File: src/rtl/cpu_output_gen.sv
// Formats one CPU trace record ("^TIME@PC: $GRF <= DATA#" or "^TIME@PC: *ADDR <= DATA#") as a stream of ASCII characters.
// Define CPU_OUTPUT_GEN_UPPER_HEX_EN to emit hex digits as 'A'..'F' instead of 'a'..'f'.
module cpu_output_gen (
  input  logic        clk,
  input  logic        reset,
  input  logic        start,
  input  logic        fmt,
  input  logic [13:0] time_val,
  input  logic [31:0] pc,
  input  logic [4:0]  grf,
  input  logic [31:0] addr,
  input  logic [31:0] data,
  input  logic        ready,
  output logic [7:0]  char,
  output logic        char_valid,
  output logic        busy,
  output logic        done,
  output logic        err
);

  typedef enum logic [1:0] {IDLE, CONV, EMIT, DONE} state_t;
  typedef enum logic [3:0] {
    S_CARET, S_TIME, S_AT, S_PC, S_COLON, S_SP0, S_TAG,
    S_OPND, S_SP1, S_LT, S_EQ, S_SP2, S_DATA, S_HASH
  } seq_t;

  state_t      state, state_n;
  seq_t        seq, seq_n, seq_nx;
  logic [2:0]  dcnt, dcnt_n;
  logic [3:0]  conv_cnt;
  logic        accept, reject;

  logic        fmt_q;
  logic [31:0] pc_q, addr_q, data_q;
  logic [13:0] bin_t, bin_g;
  logic [15:0] bcd_t, t_adj;
  logic [7:0]  bcd_g, g_adj;
  logic [2:0]  t_last;
  logic        g_last;
  logic [3:0]  t_dig, g_dig, pc_nib, addr_nib, data_nib;

  function automatic logic [7:0] hex_char(input logic [3:0] n);
    logic [7:0] r;
    if (n < 4'd10) r = 8'h30 + {4'h0, n};
`ifdef CPU_OUTPUT_GEN_UPPER_HEX_EN
    else r = 8'h37 + {4'h0, n};
`else
    else r = 8'h57 + {4'h0, n};
`endif
    return r;
  endfunction

  function automatic logic [15:0] dd_adj16(input logic [15:0] b);
    logic [15:0] r;
    r = b;
    for (int unsigned i = 0; i < 4; i++)
      if (r[i*4 +: 4] >= 4'd5) r[i*4 +: 4] = r[i*4 +: 4] + 4'd3;
    return r;
  endfunction

  function automatic logic [7:0] dd_adj8(input logic [7:0] b);
    logic [7:0] r;
    r = b;
    for (int unsigned i = 0; i < 2; i++)
      if (r[i*4 +: 4] >= 4'd5) r[i*4 +: 4] = r[i*4 +: 4] + 4'd3;
    return r;
  endfunction

  // Both conversions run 14 steps; grf is zero-extended so the leading
  // zero shifts leave its BCD untouched until its own bits arrive.
  assign t_adj = dd_adj16(bcd_t);
  assign g_adj = dd_adj8(bcd_g);

  assign t_last = (bcd_t[15:12] != 4'd0) ? 3'd3 :
                  (bcd_t[11:8]  != 4'd0) ? 3'd2 :
                  (bcd_t[7:4]   != 4'd0) ? 3'd1 : 3'd0;
  assign g_last = (bcd_g[7:4] != 4'd0);

  assign t_dig    = bcd_t[{dcnt[1:0], 2'b00} +: 4];
  assign g_dig    = bcd_g[{dcnt[0], 2'b00} +: 4];
  assign pc_nib   = pc_q[{dcnt, 2'b00} +: 4];
  assign addr_nib = addr_q[{dcnt, 2'b00} +: 4];
  assign data_nib = data_q[{dcnt, 2'b00} +: 4];
  assign seq_nx   = seq_t'(seq + 4'd1);

  always_ff @(posedge clk or negedge reset) begin
    if (!reset) begin
      state <= IDLE;
      seq   <= S_CARET;
      dcnt  <= '0;
    end else begin
      state <= state_n;
      seq   <= seq_n;
      dcnt  <= dcnt_n;
    end
  end

  // dcnt counts down the digits of the current field; 0 means last char of it.
  always_comb begin
    state_n = state;
    seq_n   = seq;
    dcnt_n  = dcnt;
    accept  = 1'b0;
    reject  = 1'b0;
    case (state)
      IDLE: begin
        if (start) begin
          if (time_val <= 14'd9999) begin
            accept  = 1'b1;
            state_n = CONV;
          end else begin
            reject = 1'b1;
          end
        end
      end
      CONV: begin
        if (conv_cnt == 4'd13) begin
          state_n = EMIT;
          seq_n   = S_CARET;
          dcnt_n  = '0;
        end
      end
      EMIT: begin
        if (ready) begin
          if (dcnt != 3'd0) begin
            dcnt_n = dcnt - 3'd1;
          end else if (seq == S_HASH) begin
            state_n = DONE;
          end else begin
            seq_n = seq_nx;
            case (seq_nx)
              S_TIME:        dcnt_n = t_last;
              S_PC, S_DATA:  dcnt_n = 3'd7;
              S_OPND:        dcnt_n = fmt_q ? 3'd7 : {2'b00, g_last};
              default:       dcnt_n = '0;
            endcase
          end
        end
      end
      DONE:    state_n = IDLE;
      default: state_n = IDLE;
    endcase
  end

  always_ff @(posedge clk or negedge reset) begin
    if (!reset) begin
      err      <= 1'b0;
      fmt_q    <= 1'b0;
      pc_q     <= '0;
      addr_q   <= '0;
      data_q   <= '0;
      bin_t    <= '0;
      bin_g    <= '0;
      bcd_t    <= '0;
      bcd_g    <= '0;
      conv_cnt <= '0;
    end else begin
      err <= reject;
      if (accept) begin
        fmt_q    <= fmt;
        pc_q     <= pc;
        addr_q   <= addr;
        data_q   <= data;
        bin_t    <= time_val;
        bin_g    <= {9'd0, grf};
        bcd_t    <= '0;
        bcd_g    <= '0;
        conv_cnt <= '0;
      end else if (state == CONV) begin
        bcd_t    <= {t_adj[14:0], bin_t[13]};
        bcd_g    <= {g_adj[6:0], bin_g[13]};
        bin_t    <= {bin_t[12:0], 1'b0};
        bin_g    <= {bin_g[12:0], 1'b0};
        conv_cnt <= conv_cnt + 4'd1;
      end
    end
  end

  assign busy       = (state != IDLE);
  assign done       = (state == DONE);
  assign char_valid = (state == EMIT);

  always_comb begin
    char = 8'h00;
    if (state == EMIT) begin
      case (seq)
        S_CARET: char = 8'h5E;
        S_TIME:  char = {4'h3, t_dig};
        S_AT:    char = 8'h40;
        S_PC:    char = hex_char(pc_nib);
        S_COLON: char = 8'h3A;
        S_SP0,
        S_SP1,
        S_SP2:   char = 8'h20;
        S_TAG:   char = fmt_q ? 8'h2A : 8'h24;
        S_OPND:  char = fmt_q ? hex_char(addr_nib) : {4'h3, g_dig};
        S_LT:    char = 8'h3C;
        S_EQ:    char = 8'h3D;
        S_DATA:  char = hex_char(data_nib);
        S_HASH:  char = 8'h23;
        default: char = 8'h00;
      endcase
    end
  end

endmodule

File: config.mk
export PLATFORM = sky130hd
export DESIGN_NAME = cpu_output_gen
export DESIGN_NICKNAME = d
export VERILOG_FILES = /design/src/rtl/cpu_output_gen.sv
export SDC_FILE = /design/constraint.sdc
export NUM_CORES = 1
export LEC_CHECK = 0
export ABC_AREA = 1
export BUFFER_PORTS_ARGS = -buffer_cell sky130_fd_sc_hd__buf_2
export CELL_PAD_IN_SITES_DETAIL_PLACEMENT = 1
export CELL_PAD_IN_SITES_GLOBAL_PLACEMENT = 2
export CORE_UTILIZATION = 35
export CTS_CLUSTER_DIAMETER = 150
export DETAILED_ROUTE_END_ITERATION = 7
export GPL_ROUTABILITY_DRIVEN = 0
export GPL_TIMING_DRIVEN = 1
export PLACE_DENSITY = 0.95
export SLEW_MARGIN = 0
export SYNTH_ARGS = -nofsm -noshare
export SYNTH_HDL_FRONTEND = slang
export SYNTH_SLANG_ARGS = --single-unit
File: constraint.sdc
create_clock -name clk -period 4.3 [get_ports clk]
set_input_delay 0.43 -clock clk [delete_from_list [all_inputs] [get_ports clk]]
set_output_delay 0.43 -clock clk [all_outputs]
set_load 0.01 [all_outputs]
==> summary.txt, run 1 <==
Timing
  – Slew Viols, Final: 0
  – Final Hold Viols: 3
  – Worst slew margin: 39.6%
  – Fin crit share: 88.0%
  – Unrepaired setup endpoints after global routing: no
  – Clock skew: 0.00955 ns
  – PnR worst setup slack: 0.517 ns
  – Fin Setup TNS: 0 ns
  – Slew @ Worst Pin: 0.904 ns
  – # setup viols final: 0
  – Hold Slack: -0.00308 ns
  – Crit path time final: 3.78 ns
  – Achievable Freq: 0.264 GHz

Synthesis
  – Syn_area_per_cell: 7.41 um^2
  – Most frequent cell after synthesis: nand2_1
  – Area fraction of the dominant cell type after synthesis: 44.6%
  – FF+latch count, synth: 163
  – Top cells by count, synth: nand2_1, dfrtp_1, inv_1, o21ai_0, nand3_1
  – Synth Flop Type: dfrtp_1
  – Top post-synthesis cells by area: dfrtp_1, nand2_1, o21ai_0
  – Syn Inst Count: 1235
  – Number of synthesized flops with an enable pin: 0
  – Synth async-reset ratio: 100%
  – Area leader, netlist: dfrtp_1
  – Netlist Area Pre-Place: 9150 um^2
  – Net Count, Synth: 1384
  – Seq/Total Area, Yosys: 44.6%
  – Netlist cell types: 38
  – Ys Warns: 0

Placed design
  – Inst Count DP: 1642
  – Port Buffers: 130
  – DP Wirelength: 19.2 mm
  – Worst slack at placement: 0.993 ns

Route
  – Drt pass-1 iters: 5
  – Routed Antenna Nets: 0
  – DRC: 0
  – Drt wl/cell: 16.2 um
  – Detailed-route via count: 8396
  – Via density: 5.02
  – DR iter-0 viols: 640
  – Final WL: 27.1 mm

Clock tree
  – Num CTS Buffers: 17
  – # H-tree levels: 4
  – CTS resizes: 0
  – Setup Fix Bufs, Post-CTS: 0
  – Clock sinks: 163
  – Clock Path Buffers: 2
  – Clk slew on worst S/H paths: 0.07 ns
  – CTS Root Buffer Type: clkbuf_16
  – CTS tree: built
  – Clock latency on the worst-skew pair: 0.44 ns
  – CTS Hold Buffers Added: 0

GRT
  – Total track usage: 21.5%
  – Vias in the first global route: 8825
  – Initial antenna violation count: 0
  – Largest net degree at the start of global routing: 114
  – Overflow after GRT: 0
  – First-pass GRT wire length: 45.5 mm

Status
  – Violated checks: hold timing
  – Status: finished with violations

Pwr
  – LEAKAGE: 0.00539 uW
  – Total power draw: 7880 uW
  – Pwr dens: 742 nW/um^2
  – Peak VDD IR: 0.292 mV

Worst setup path
  – Crit path required time: 3.87 ns
  – Worst path max stage delay: 0.72 ns
  – CP bufs+invs: 2
  – Worst path most repeated cell: nand2_1
  – Crit end category: output pin
  – CP Max Fanout: 51
  – Slowest CP cell: inv_2
  – Crit-path cells: inv_2 -> o21ai_0 -> nand3_1 -> nand2_1 -> ha_1 -> nand3b_1 -> nand2_1 -> nand2_1 -> nand2_1 -> nor2_1 -> nor2_1 -> buf_2
  – Critical Path AT: 3.35 ns
  – Critical path launch point type: register
  – WS Path Type: reg2out
  – Crit-path leading delay family: buffers and inverters

Floorplanning
  – Die Ht: 164 um
  – FP Rows: 58
  – Die footprint: 26800 um^2
  – Initial core utilization: 36.0%
  – Core area: 25400 um^2
  – Die X: 164 um
  – Boundary pin count: 132

Run
  – # Max-Cap Violations: 0

Cells and area
  – Antenna Cells: 0
  – Non-Filler Instances: 1674
  – Layout cells sized above 1: 14.8%
  – Area grow syn2layout: 16.0%
  – Final net count: 1480

Worst hold path
  – Min-delay worst type: in2async
per-layer routing:
| layer | GRT usage [%] | wire length [um] | up-vias | share of wire, % |
|---|---|---|---|---|
| li1 | - | - | 4142 | - |
| met1 | 29.1 | 13000 | 4081 | 48 |
| met2 | 36.2 | 12900 | 149 | 48 |
| met3 | 3.17 | 899 | 24 | 3.3 |
| met4 | 4.84 | 262 | 0 | 0.97 |
| met5 | 0 | 0 | - | 0 |
kinds of logic after synthesis:
family	share of synthesized area, %
other cells	0.0410
xor+xnor	0.766
mux	0.547
compound gates	13.2
buf+inv	9.59
flops	44.6
simple gates	27.3
fa+ha+maj	3.97
metrics by stage:
stage / utilization, % / area, um^2
after floorplan: - / 9150
after global placement: 39.4 / 10000
after detailed placement: 39.4 / 10000
after CTS: 41.8 / 10600
after global routing: 41.8 / 10600
final: 41.8 / 10600
placed cells by master, fill, tap and decap left out, types with 3 or more instances in the layout:
master and n:
inv_1 139, dfrtp_1 162, o211ai_1 8, nand2_1 357, nand3_1 114, buf_4 10, a21oi_1 44, o22ai_1 3
nand2_4 7, nand4_1 4, o2111ai_1 6, nor3_1 6, buf_2 129, o221ai_1 3, o21ai_1 7, a211oi_1 3
a31oi_1 6, inv_2 4, a41oi_1 5, nor2_1 98, o21ai_0 130, inv_6 4, inv_8 5, nand2_2 8
clkbuf_16 17, ha_1 29, xor2_1 7, mux2i_1 5
flip-flops by register name, indices dropped and copies added (netlist names):
register and count:
addr_q 32, bcd_g 8, bcd_t 16, bin_g 14, bin_t 14, conv_cnt 4, data_q 32, dcnt 3
err 1, fmt_q 1, pc_q 32, seq 4, state 2
area by class of cell:
type / instances / area, um^2
fillers: 3258 / 14800
clock inverters: 15 / 191
multi-input cells: 862 / 4200
flip-flops and latches: 163 / 4080
inverters: 146 / 553
repair buffers: 141 / 752
well taps: 330 / 413
clock buffers: 17 / 425
final timing paths:
check	startpoint	end	slack, ns	cells after the start
min reg2reg	addr_q[12]	addr_q[12]	0.49	2
max in group asynchronous	reset	dcnt[0]	3.31	2
min	reset	pc_q[23]	-0.003	1
max reg2reg	dcnt[0]	dcnt[1]	1.28	11
max	dcnt[0]	char[1]	0.52	12
min in group clk	data[8]	data_q[8]	0.19	3
where the power goes:
group          internal (uW)  switching, uW
registers               2200            435
clock network            888            732
logic                   1220           2400
worst reg2reg max path, delay by kind of cell, from the launching register on:
family | cells | cell delay, ns
flip-flops | 1 | 0.61
adder cells (fa/ha/maj) | 1 | 0.29
AND/OR/NAND/NOR | 6 | 0.95
AO/OA/AOI/OAI | 1 | 0.11
buffers and inverters | 3 | 0.90
(Power assumes the default switching activity.)
==> run 2: changes to the inputs <==
--- a/config.mk
+++ b/config.mk
@@ -14,5 +14,4 @@
 export DETAILED_ROUTE_END_ITERATION = 7
 export GPL_ROUTABILITY_DRIVEN = 0
-export GPL_TIMING_DRIVEN = 1
 export PLACE_DENSITY = 0.95
 export SLEW_MARGIN = 0
==> constraint.sdc (replaced) <==
create_clock -name clk -period 4.3 [get_ports clk]
set_input_delay 0.645 -clock clk [delete_from_list [all_inputs] [get_ports clk]]
set_output_delay 0.645 -clock clk [all_outputs]
set_load 0.01 [all_outputs]
==> run 2 against run 1 <==
- the flow now finishes without violations
- clock skew is essentially flat
- combinational power grew 2%
- highest routed layer unchanged
- via count grew 0.25%
- global-route usage shrank 0.086 points
- setup slack lost 0.041 ns
- final area grew 0.14%
- critical endpoint unchanged
- worst hold slack gained 0.24 ns
- wire length grew 0.27%
==> summary.txt, run 2 (synthesis gave the netlist of run 1 again) <==
Cells and area
  – Commonest non-fill, non-tap cell in the layout: nand2_1 (unchanged)
  – Layout cells sized above 1: 14.9% (was 14.8%)
  – # fillers: 3259 (was 3258)
  – Final net count: 1481 (was 1480)
  – Biggest regs: addr_q (32), data_q (32), pc_q (32) (unchanged)
  – Area grow syn2layout: 16.2% (was 16.0%)
  – Highest-count cells in the layout ignoring fill and taps: nand2_1, dfrtp_1, inv_1, o21ai_0, buf_2 (unchanged)
  – Antenna Cells: 0 (unchanged)

Placed design
  – Port Buffers: 130 (unchanged)
  – DP Wirelength: 18.8 mm (was 19.2 mm)

Clock tree
  – Clock latency on the worst-skew pair: 0.43 ns (was 0.44 ns)
  – CTS tree: built (unchanged)
  – CTS Hold Buffers Added: 0 (unchanged)
  – Clock Path Buffers: 2 (unchanged)
  – CTS Root Buffer Type: clkbuf_16 (unchanged)
  – Clock sinks: 163 (unchanged)
  – CTS resizes: 0 (unchanged)
  – Num CTS Buffers: 17 (unchanged)
  – Setup Fix Bufs, Post-CTS: 0 (unchanged)
  – Clk slew on worst S/H paths: 0.07 ns (about the same)
  – # H-tree levels: 4 (unchanged)

Timing
  – Slew Viols, Final: 0 (unchanged)
  – Fin Setup TNS: 0 ns (unchanged)
  – Unrepaired setup endpoints after global routing: no (unchanged)
  – Crit path time final: 3.82 ns (was 3.78 ns)
  – Fin crit share: 88.9% (was 88.0%)
  – Achievable Freq: 0.262 GHz (was 0.264 GHz)
  – Slew @ Worst Pin: 0.860 ns (was 0.904 ns)
  – Clock skew: 0.00914 ns (was 0.00955 ns)
  – Worst slew margin: 42.5% (was 39.6%)
  – Hold Slack: 0.236 ns (was -0.00308 ns)
  – Final Hold Viols: 0 (was 3)
  – # setup viols final: 0 (unchanged)

GRT
  – Total track usage: 21.4% (was 21.5%)
  – Largest net degree at the start of global routing: 86 (was 114)
  – First-pass GRT wire length: 45.4 mm (was 45.5 mm)
  – Vias in the first global route: 8874 (was 8825)
  – Overflow after GRT: 0 (unchanged)
  – Initial antenna violation count: 0 (unchanged)

Pwr
  – LEAKAGE: 0.00540 uW (was 0.00539 uW)
  – Pwr dens: 743 nW/um^2 (was 742 nW/um^2)
  – Peak VDD IR: 0.275 mV (was 0.292 mV)

Route
  – Routed Antenna Nets: 0 (unchanged)
  – Drt wl/cell: 16.2 um (about the same)
  – DRC: 0 (unchanged)
  – DR iter-0 viols: 420 (was 640)
  – Via density: 5.03 (was 5.02)
  – Drt pass-1 iters: 4 (was 5)
  – Detailed-route via count: 8417 (was 8396)
  – Final WL: 27.1 mm (about the same)

Worst setup path
  – Crit-path cells: buf_4 -> nor2_1 -> nor2_1 -> o21ai_0 -> nand3_1 -> nand2_1 -> ha_1 -> nand3b_1 -> nand2_1 -> nand2_1 -> nand2_1 -> nor2_1 -> nor2_1 -> buf_2 (was inv_2 -> o21ai_0 -> nand3_1 -> nand2_1 -> ha_1 -> nand3b_1 -> nand2_1 -> nand2_1 -> nand2_1 -> nor2_1 -> nor2_1 -> buf_2)
  – Worst r2r dst: bcd_t[8] (was dcnt[1])
  – Crit end category: output pin (unchanged)
  – Worst Reg-to-Reg Cells: 9 (was 11)
  – Worst r2r src: state[1] (was dcnt[0])
  – Crit path from: dcnt[0] (unchanged)
  – CP Max Fanout: 73 (was 51)
  – CP bufs+invs: 2 (unchanged)
  – Reg-to-reg slack, setup: 1.57 ns (was 1.28 ns)
  – Crit path required time: 3.65 ns (was 3.87 ns)
  – Critical Path AT: 3.18 ns (was 3.35 ns)
  – Crit-path leading delay family: simple AND/OR/NAND/NOR gates (was buffers and inverters)
  – Slowest CP cell: buf_4 (was inv_2)
  – WS Path Type: reg2out (unchanged)
  – Critical path launch point type: register (unchanged)
  – Worst path max stage delay: 0.57 ns (was 0.72 ns)

Floorplanning
  – Boundary pin count: 132 (unchanged)
  – Die X: 164 um (unchanged)
  – Core area: 25400 um^2 (unchanged)
  – FP Rows: 58 (unchanged)
  – Die Ht: 164 um (unchanged)
  – Initial core utilization: 36.0% (unchanged)
  – Die footprint: 26800 um^2 (unchanged)

Run
  – # Max-Cap Violations: 0 (unchanged)

Status
  – Status: finished, final reports clean (was finished with violations)

Worst hold path
  – Min-delay worst type: in2async (unchanged)
-- run 2: routing by layer --
layer	global-route usage [%]	vias up	share of wire (%)
met5	0	-	0
met4	4.29	0	0.89
met3	3.00	19	3.5
met2	36.3	145	48
met1	29.1	4103	48
li1	-	4150	-
-- run 2: cell type report --
| type | count | area [um^2] | share of cell area (%) |
|---|---|---|---|
| clock buffers | 17 | 425 | 4.00 |
| repair buffers | 142 | 772 | 7.26 |
| inverters | 146 | 553 | 5.20 |
| multi-input cells | 862 | 4200 | 39.5 |
| flip-flops and latches | 163 | 4080 | 38.4 |
| well taps | 330 | 413 | 3.89 |
| clock inverters | 15 | 186 | 1.75 |
-- run 2: through the flow --
stage / total power [uW] / cells / area, um^2 / worst slack (ns) / utilization (%)
6_report: 7890 / 1675 / 10600 / 0.476 / 41.8
5_1_grt: 8590 / 1675 / 10600 / 0.175 / 41.8
2_1_floorplan: 5230 / 1235 / 9150 / 1.83 / -
4_1_cts: 7960 / 1675 / 10600 / 0.478 / 41.8
3_5_place_dp: 6270 / 1643 / 10000 / 1.03 / 39.4
3_3_place_gp: 6080 / 1643 / 10000 / 1.13 / 39.4
-- run 2: worst max-delay path by stage --
stage	endpoint	slack, ns	depth (start not counted)
finish	char[1]	0.48	14
global route	char[1]	0.17	14
CTS	char[1]	0.48	14
detailed placement	char[1]	1.03	15
global placement	char[1]	1.13	14
floorplan	char[2]	1.83	16
-- run 2: where the power goes --
| part | internal (uW) | total [uW] | switching [uW] |
|---|---|---|---|
| sequential | 2200 | 2560 | 361 |
| combinational | 1230 | 3700 | 2470 |
| clock | 888 | 1630 | 741 |
==> run 3: changes to the inputs <==
CTS_BUF_LIST = sky130_fd_sc_hd__clkbuf_4   (was unset)
==> run 3 against run 2 <==
- worst hold slack got worse by 0.16 ns
- via count decreased by 1.2%
- critical path depth unchanged
- total power decreased by 8.1%
- first-iteration DRC count increased by 1.7%
- clock power decreased by 37%
- maximum frequency decreased by 2.2%
- critical path type unchanged
- largest power group unchanged
==> summary.txt, run 3 (synthesis gave the netlist of run 1 again) <==
Floorplanning
  – Boundary pin count: 132 (unchanged)
  – FP Rows: 58 (unchanged)
  – Core area: 25400 um^2 (unchanged)
  – Die X: 164 um (unchanged)
  – Die footprint: 26800 um^2 (unchanged)
  – Die Ht: 164 um (unchanged)
  – Initial core utilization: 36.0% (unchanged)

GRT
  – First-pass GRT wire length: 44.1 mm (was 45.4 mm)
  – Initial antenna violation count: 1 (was 0)
  – Vias in the first global route: 8769 (was 8874)
  – Total track usage: 20.8% (was 21.4%)
  – Largest net degree at the start of global routing: 86 (unchanged)
  – Overflow after GRT: 0 (unchanged)

Worst setup path
  – Critical path launch point type: register (unchanged)
  – Worst r2r dst: bcd_t[4] (was bcd_t[8])
  – Worst Reg-to-Reg Cells: 9 (unchanged)
  – WS Path Type: reg2out (unchanged)
  – Slowest CP cell: buf_4 (unchanged)
  – CP Max Fanout: 73 (unchanged)
  – Worst r2r src: state[1] (unchanged)
  – CP Capture Point: char[1] (unchanged)
  – Crit end category: output pin (unchanged)
  – Crit path required time: 3.65 ns (about the same)
  – Worst path max stage delay: 0.55 ns (was 0.57 ns)
  – Critical Path AT: 3.27 ns (was 3.18 ns)
  – Crit path from: dcnt[0] (unchanged)
  – Reg-to-reg slack, setup: 1.52 ns (was 1.57 ns)
  – Crit-path cells: buf_4 -> nor2_1 -> nor2_1 -> o21ai_0 -> nand3_1 -> nand2_1 -> ha_1 -> nand3b_1 -> nand2_1 -> nand2_1 -> nand2_1 -> nor2_1 -> nor2_1 -> buf_2 (unchanged)

Cells and area
  – Final net count: 1481 (unchanged)
  – Area grow syn2layout: 13.0% (was 16.2%)
  – Final Core Density: 40.7% (was 41.8%)
  – Commonest non-fill, non-tap cell in the layout: nand2_1 (unchanged)
  – Layout cells sized above 1: 14.9% (unchanged)
  – Highest-count cells in the layout ignoring fill and taps: nand2_1, dfrtp_1, inv_1, o21ai_0, buf_2 (unchanged)
  – # fillers: 3297 (was 3259)
  – Cell area after layout: 10300 um^2 (was 10600 um^2)
  – Biggest regs: addr_q (32), data_q (32), pc_q (32) (unchanged)

Pwr
  – Pwr dens: 702 nW/um^2 (was 743 nW/um^2)
  – Total power draw: 7250 uW (was 7890 uW)
  – Peak VDD IR: 0.232 mV (was 0.275 mV)
  – LEAKAGE: 0.00527 uW (was 0.00540 uW)

Route
  – DRC: 0 (unchanged)
  – Via density: 4.96 (was 5.03)
  – Detailed-route via count: 8319 (was 8417)
  – Drt pass-1 iters: 4 (unchanged)
  – Drt wl/cell: 15.8 um (was 16.2 um)
  – Routed Antenna Nets: 0 (unchanged)
  – DR iter-0 viols: 427 (was 420)
  – Final WL: 26.4 mm (was 27.1 mm)

Run
  – # Max-Cap Violations: 0 (unchanged)

Timing
  – Achievable Freq: 0.256 GHz (was 0.262 GHz)
  – Slew @ Worst Pin: 0.845 ns (was 0.860 ns)
  – Crit path time final: 3.91 ns (was 3.82 ns)
  – Final Hold Viols: 0 (unchanged)
  – Fin crit share: 91.0% (was 88.9%)
  – # setup viols final: 0 (unchanged)
  – Fin Setup TNS: 0 ns (unchanged)
  – Worst slew margin: 43.6% (was 42.5%)
  – Slew Viols, Final: 0 (unchanged)
  – Unrepaired setup endpoints after global routing: no (unchanged)
  – Clock skew: 0.0238 ns (was 0.00914 ns)

Placed design
  – Port Buffers: 130 (unchanged)
  – Placed Area: 10000 um^2 (unchanged)
  – DP Wirelength: 18.8 mm (unchanged)

Clock tree
  – Clock latency on the worst-skew pair: 0.59 ns (was 0.43 ns)
  – CTS resizes: 0 (unchanged)
  – CTS Root Buffer Type: clkbuf_4 (was clkbuf_16)
  – # H-tree levels: 4 (unchanged)
  – Num CTS Buffers: 17 (unchanged)
  – CTS tree: built (unchanged)
  – CTS Hold Buffers Added: 0 (unchanged)
  – Clock Path Buffers: 2 (unchanged)
  – Clock sinks: 163 (unchanged)
  – Clk slew on worst S/H paths: 0.16 ns (was 0.07 ns)
  – Setup Fix Bufs, Post-CTS: 0 (unchanged)

Status
  – Status: finished, final reports clean (unchanged)

Worst hold path
  – Min-delay worst type: in2async (unchanged)
[run 3: cell count changes in the layout (fill, tap and decap cells not counted), sizes merged]
cell / before / now
diode: 0 / 1
[run 3: metal layers]
| metal | track usage, % | vias to the layer above | share of wire (%) |
|---|---|---|---|
| met2 | 35.8 | 140 | 47 |
| li1 | - | 4146 | - |
| met1 | 28.0 | 4023 | 49 |
| met5 | 0 | - | 0 |
| met3 | 2.59 | 10 | 3.2 |
| met4 | 4.08 | 0 | 0.72 |
[run 3: where the power goes]
| group | internal [uW] | total [uW] | switching [uW] |
|---|---|---|---|
| Sequential | 2190 | 2550 | 354 |
| Combinational | 1230 | 3670 | 2450 |
| Clock | 376 | 1030 | 658 |
[run 3: metrics by stage]
stage               worst slack [ns]  cells  hold slack [ns]
finish                         0.389   1676           0.0725
floorplan                       1.83   1235            0.349
CTS                            0.372   1675           0.0904
global placement                1.13   1643            0.464
detailed placement              1.03   1643            0.469
global route                  0.0618   1676            0.116
[run 3: area by class of cell]
cell class              count  area [um^2]  area share [%]
diodes                      1         2.50          0.0242
well taps                 330          413            4.00
inverters                 146          553            5.35
clock buffers              17          128            1.24
clock inverters            15          186            1.80
multi-input cells         862         4200            40.6
repair buffers            142          772            7.47
flip-flops and latches    163         4080            39.5
[run 3: worst min-delay path by stage]
stage | startpoint | to | slack, ns | depth (start not counted)
after floorplan | reset | addr_q[0] | 0.35 | 0
after global placement | addr_q[7] | addr_q[7] | 0.46 | 2
after detailed placement | pc_q[1] | pc_q[1] | 0.47 | 2
after CTS | reset | pc_q[11] | 0.09 | 1
after global routing | reset | pc_q[19] | 0.12 | 1
final | reset | pc_q[19] | 0.07 | 1
[run 3: critical path, delay by kind of cell (launching register included)]
kind / cells / cell delay [ns]
compound gates: 1 / 0.11
buf+inv: 2 / 0.73
simple gates: 10 / 1.08
flops: 1 / 0.39
fa+ha+maj: 1 / 0.31
